**src/rtl/shift_add_multiplier.sv**
```systemverilog
// shift_add_multiplier: unsigned NBITS x NBITS iterative shift-and-add
// multiplier that consumes one multiplier bit per clock.
//
// Ports:
//   clk_i          clock
//   rst_i          asynchronous active-high reset
//   valid_i        operands valid; accepted when valid_i && ready_o at an edge
//   multiplicand_i unsigned operand A (NBITS)
//   multiplier_i   unsigned operand B (NBITS)
//   ready_o        high while idle and able to accept operands
//   product_o      A*B (2*NBITS), registered, held until the next completion
//   valid_o        one-cycle strobe: product_o updated this cycle
//
// Optional build macro: SHIFT_ADD_MULTIPLIER_EARLY_EXIT_EN
//   When defined, an operation finishes as soon as no set multiplier bits
//   remain, giving latency max(1, msb_index(B)+1). Results are unchanged.
module shift_add_multiplier #(
    parameter int NBITS = 16
) (
    input  logic                 clk_i,
    input  logic                 rst_i,
    input  logic                 valid_i,
    input  logic [NBITS-1:0]     multiplicand_i,
    input  logic [NBITS-1:0]     multiplier_i,
    output logic                 ready_o,
    output logic [2*NBITS-1:0]   product_o,
    output logic                 valid_o
);

    localparam int CW = (NBITS > 1) ? $clog2(NBITS) : 1;
    localparam logic [CW-1:0] LAST = CW'(NBITS - 1);

    typedef enum logic {
        S_IDLE,
        S_BUSY
    } state_t;

    state_t               r_state;
    logic [2*NBITS-1:0]   r_a_sh;
    logic [2*NBITS-1:0]   r_acc;
    logic [2*NBITS-1:0]   r_product;
    logic [NBITS-1:0]     r_b_sh;
    logic [CW-1:0]        r_cnt;
    logic                 r_valid;
    logic                 r_ready;

    logic [2*NBITS-1:0]   w_sum;
    logic                 w_done;

    // Partial products never overflow: the final product fits in 2*NBITS.
    assign w_sum = r_acc + (r_b_sh[0] ? r_a_sh : '0);

`ifdef SHIFT_ADD_MULTIPLIER_EARLY_EXIT_EN
    // Stop once the remaining multiplier bits above bit 0 are all zero.
    assign w_done = (r_cnt == LAST) || (r_b_sh[NBITS-1:1] == '0);
`else
    assign w_done = (r_cnt == LAST);
`endif

    always_ff @(posedge clk_i or posedge rst_i) begin
        if (rst_i) begin
            r_state   <= S_IDLE;
            r_a_sh    <= '0;
            r_acc     <= '0;
            r_product <= '0;
            r_b_sh    <= '0;
            r_cnt     <= '0;
            r_valid   <= 1'b0;
            r_ready   <= 1'b1;
        end else begin
            unique case (r_state)
                S_IDLE: begin
                    r_valid <= 1'b0;
                    if (valid_i) begin
                        r_a_sh  <= {{NBITS{1'b0}}, multiplicand_i};
                        r_b_sh  <= multiplier_i;
                        r_acc   <= '0;
                        r_cnt   <= '0;
                        r_ready <= 1'b0;
                        r_state <= S_BUSY;
                    end
                end
                S_BUSY: begin
                    if (w_done) begin
                        r_product <= w_sum;
                        r_valid   <= 1'b1;
                        r_ready   <= 1'b1;
                        r_state   <= S_IDLE;
                    end else begin
                        r_acc  <= w_sum;
                        r_a_sh <= r_a_sh << 1;
                        r_b_sh <= r_b_sh >> 1;
                        r_cnt  <= r_cnt + 1'b1;
                    end
                end
                default: begin
                    r_state <= S_IDLE;
                    r_ready <= 1'b1;
                    r_valid <= 1'b0;
                end
            endcase
        end
    end

    assign ready_o   = r_ready;
    assign product_o = r_product;
    assign valid_o   = r_valid;

endmodule

```
**config.mk**
```make
export PLATFORM = sky130hd
export DESIGN_NAME = shift_add_multiplier
export DESIGN_NICKNAME = d
export VERILOG_FILES = /design/src/rtl/shift_add_multiplier.sv
export SDC_FILE = /design/constraint.sdc
export NUM_CORES = 1
export LEC_CHECK = 0
export BUFFER_PORTS_ARGS = -buffer_cell sky130_fd_sc_hd__buf_4
export CORE_UTILIZATION = 35
export CTS_CLUSTER_DIAMETER = 200
export DETAILED_ROUTE_END_ITERATION = 8
export GPL_TIMING_DRIVEN = 0
export HOLD_SLACK_MARGIN = 0.06
export PLACE_DENSITY = 0.6
export SLEW_MARGIN = 5
export SYNTH_ARGS = -nofsm -noshare
export SYNTH_HDL_FRONTEND = slang
export SYNTH_SLANG_ARGS = --single-unit
```
**constraint.sdc**
```tcl
create_clock -name clk_i -period 8.5 [get_ports clk_i]
set_input_delay 0.425 -clock clk_i [delete_from_list [all_inputs] [get_ports clk_i]]
set_output_delay 0.425 -clock clk_i [all_outputs]
set_load 0.03 [all_outputs]
```
==> load_flow_metrics.sql <==
INSERT INTO impl_metrics (metric_group, metric, value, unit) VALUES
('power_and_ir_drop', 'peakVddDrop', '179', 'µV'),
('run', 'number_of_max_capacitance_violations_reported', '0', ''),
('layout', 'final_cell_count_no_fill', '1007', ''),
('clocking', 'h_tree_level_count', '4', ''),
('route', 'drc', '0', ''),
('synth', 'flop_and_latch_count_out_of_synthesis', '119', ''),
('synth', 'synth.distinct_cells', '45', ''),
('timing', 'relSlewSlack', '42.7', '%'),
('synth', 'synth.cell_area', '0.00632', 'mm²'),
('critical_path', 'reg2reg_slack', '4.54', 'ns'),
('critical_path', 'path_delay_family', 'compound AO/OA/AOI/OAI gates', ''),
('clocking', 'clk_transition_reported_paths', '0.06', 'ns'),
('timing', 'report.final.slew_viol_count', '0', ''),
('grt', 'antenna_violations_before_repair', '0', ''),
('placed_design', 'place.gp.congestion', '0.862', ''),
('route', 'detailedRoute.firstIterationViolations', '332', ''),
('die', 'initial_core_util', '36.2', '%'),
('critical_path', 'critical_path.slowest_cell', 'dfrtp_1', ''),
('synth', 'postSynthAreaPerCell', '9.30', 'µm²'),
('status', 'run_status', 'finished clean', ''),
('timing', 'max_slew.worst_pin.slew', '0.859', 'ns'),
('synth', 'ys_warn_count', '0', ''),
('timing', 'final.setup.tns', '0', 'ns'),
('clocking', 'post_cts_resize_count', '0', ''),
('synth', 'synth.top_cells.by_area', 'dfrtp_1, o21ai_0, nand2_1, ha_1, mux2i_1', ''),
('layout', 'drive_above_1_share', '14.5', '%'),
('route', 'drt.antenna.violating_nets', '0', ''),
('synth', 'synth-async-reset-ratio', '100', '%'),
('timing', 'setup_viol', '0', ''),
('placed_design', 'io_buffer_count', '68', ''),
('synth', 'post-synth-top-area-fraction', '46.7', '%'),
('placed_design', 'placement.cell_area', '0.00715', 'mm²'),
('critical_path', 'path_buf_inv', '1', ''),
('layout', 'diodes', '0', ''),
('route', 'firstDrtPassIters', '5', ''),
('critical_path', 'r2r_start', 'r_b_sh[0]$_DFFE_PP0P_', ''),
('critical_path', 'data_required_time_at_the_worst_endpoint', '8.78', 'ns'),
('clocking', 'total_clock_buffers_created_by_cts', '17', ''),
('critical_path', 'worst_ep_arrival_time', '4.23', 'ns'),
('route', 'dr_total_vias', '5052', ''),
('grt', 'grt_max_degree', '71', ''),
('timing', 'fin_crit_sh', '46.5', '%'),
('critical_path', 'start_kind', 'flop', ''),
('critical_path', 'critical_path.cell_chain', 'clkbuf_1, and2_1, ha_1, fa_1, a21o_1, a221oi_2, o311ai_1, a211o_1, a221o_1, a21oi_4, o21ai_2, xnor2_1, o21ai_0', ''),
('placed_design', 'hpwl', '11200', 'µm'),
('hold_path', 'min-delay-path-class', 'input pin to flop', ''),
('clocking', 'clk_path_buf_depth', '2', ''),
('route', 'drt-wirelength-per-cell', '15.3', 'µm'),
('critical_path', 'critPathMaxStageDelay', '0.43', 'ns'),
('timing', 'final_hold_viol_count', '0', ''),
('timing', 'clock-skew-final', '0.00818', 'ns'),
('synth', 'synth-edff-count', '0', ''),
('layout', 'layout-area-overhead-vs-synth', '23.3', '%'),
('synth', 'ys.flop_type', 'dfrtp_1', ''),
('synth', 'synth_largest_area_cell', 'dfrtp_1', ''),
('grt', 'groute.usage.overall', '17.9', '%'),
('synth', 'post_synth_inst_count', '680', ''),
('critical_path', 'reg2regPathDepth', '13', ''),
('hold_path', 'hold-path-endpoint', 'r_a_sh[0]$_DFFE_PP0P_', ''),
('timing', 'final.hold.worst_slack', '0.214', 'ns'),
('die', 'placement_rows', '48', ''),
('grt', 'grt_pass1_vias', '4996', ''),
('timing', 'maxClockFrequency', '0.253', 'GHz'),
('power_and_ir_drop', 'powerDensity', '414', 'mW/mm²'),
('grt', 'global_route.overflow_total', '0', ''),
('synth', 'synth.cells.most_frequent', 'nand2_1, dfrtp_1, o21ai_0, nand3_1, and2_1', ''),
('die', 'die_width', '136', 'µm'),
('power_and_ir_drop', 'cellLeakagePower', '3.83', 'nW'),
('placed_design', 'dp_slack', '4.58', 'ns'),
('route', 'vias_per_cell', '5.02', ''),
('route', 'routed_wl', '15400', 'µm');
[layout make-up]
type	instances	area [µm²]
inverter	7	31.3
fill	1705	9680
timing repair buffer	70	548
multi-input combinational	514	3170
tap	225	282
buffer	40	151
clock inverter	7	141
sequential	119	2980
clock buffer	25	495
[worst register-to-register path: stages, from the launching register on]
cell and delay, ns:
dfrtp_1 0.43, clkbuf_1 0.25, and2_1 0.21, ha_1 0.21
fa_1 0.41, a21o_1 0.21, a221oi_2 0.38, o311ai_1 0.23
a211o_1 0.33, a221o_1 0.42, a21oi_4 0.23, o21ai_2 0.10
xnor2_1 0.26, o21ai_0 0.15
[sequential cells by signal (all words and copies together), names as in the netlist]
register and flops:
product_o 32, r_a_sh 32, r_acc 32, r_b_sh 16, r_cnt 4, r_state 1, ready_o 1, valid_o 1
[through the flow]
step | total power, W | utilization [%]
floorplan | 0.00203 | -
global placement | 0.00244 | 40.7
detailed placement | 0.00248 | 40.9
CTS | 0.00326 | 44.6
global route | 0.00349 | 44.6
finish | 0.00323 | 44.6
[per-layer routing]
metal	vias up	track usage [%]	part of all wire, %
li1	2550	-	-
met1	2409	24.7	49
met2	75	27.5	46
met3	18	3.36	3.0
met4	0	7.10	1.7
met5	-	0	0
[cells in the final DEF, fill, tap and decap left out, types with 25 or more instances in the layout]
cell | netlist | final
ha_1 | 32 | 32
nand3_1 | 46 | 46
nand2_1 | 127 | 127
and2_1 | 38 | 38
mux2i_1 | 29 | 29
buf_4 | 0 | 68
o21ai_0 | 102 | 102
clkbuf_1 | 37 | 41
dfrtp_1 | 118 | 118
a21oi_1 | 25 | 25
[kinds of logic (layout without fill, tap and decap cells)]
kind of cell / Yosys count / after routing / share of synthesized area, %
fa+ha+maj: 33 / 33 / 6.65
flops: 119 / 119 / 47.1
buf+inv: 47 / 149 / 2.81
simple gates: 246 / 246 / 18.1
compound gates: 172 / 172 / 16.0
xor+xnor: 32 / 32 / 4.43
mux: 31 / 31 / 4.95
[power breakdown]
part | switching (W) | leakage, nW | internal [W] | total [W]
clock | 0.000249 | 0.308 | 0.000522 | 0.000771
sequential | 0.000164 | 1.51 | 0.000828 | 0.000992
combinational | 0.000907 | 2.01 | 0.000556 | 0.00146
[worst max path at each step]
stage	startpoint	to	slack, ns	cells past startpoint
finish	r_b_sh[0]$_DFFE_PP0P_	product_o[30]$_DFFE_PP0P_	4.54	13
global route	r_b_sh[0]$_DFFE_PP0P_	product_o[30]$_DFFE_PP0P_	4.37	13
CTS	r_b_sh[0]$_DFFE_PP0P_	product_o[30]$_DFFE_PP0P_	4.52	13
detailed placement	r_b_sh[0]$_DFFE_PP0P_	product_o[30]$_DFFE_PP0P_	4.58	13
global placement	rst_i	product_o[16]$_DFFE_PP0P_	3.37	2
floorplan	rst_i	product_o[0]$_DFFE_PP0P_	4.92	1
No activity file was read; power rests on OpenSTA's default activity.
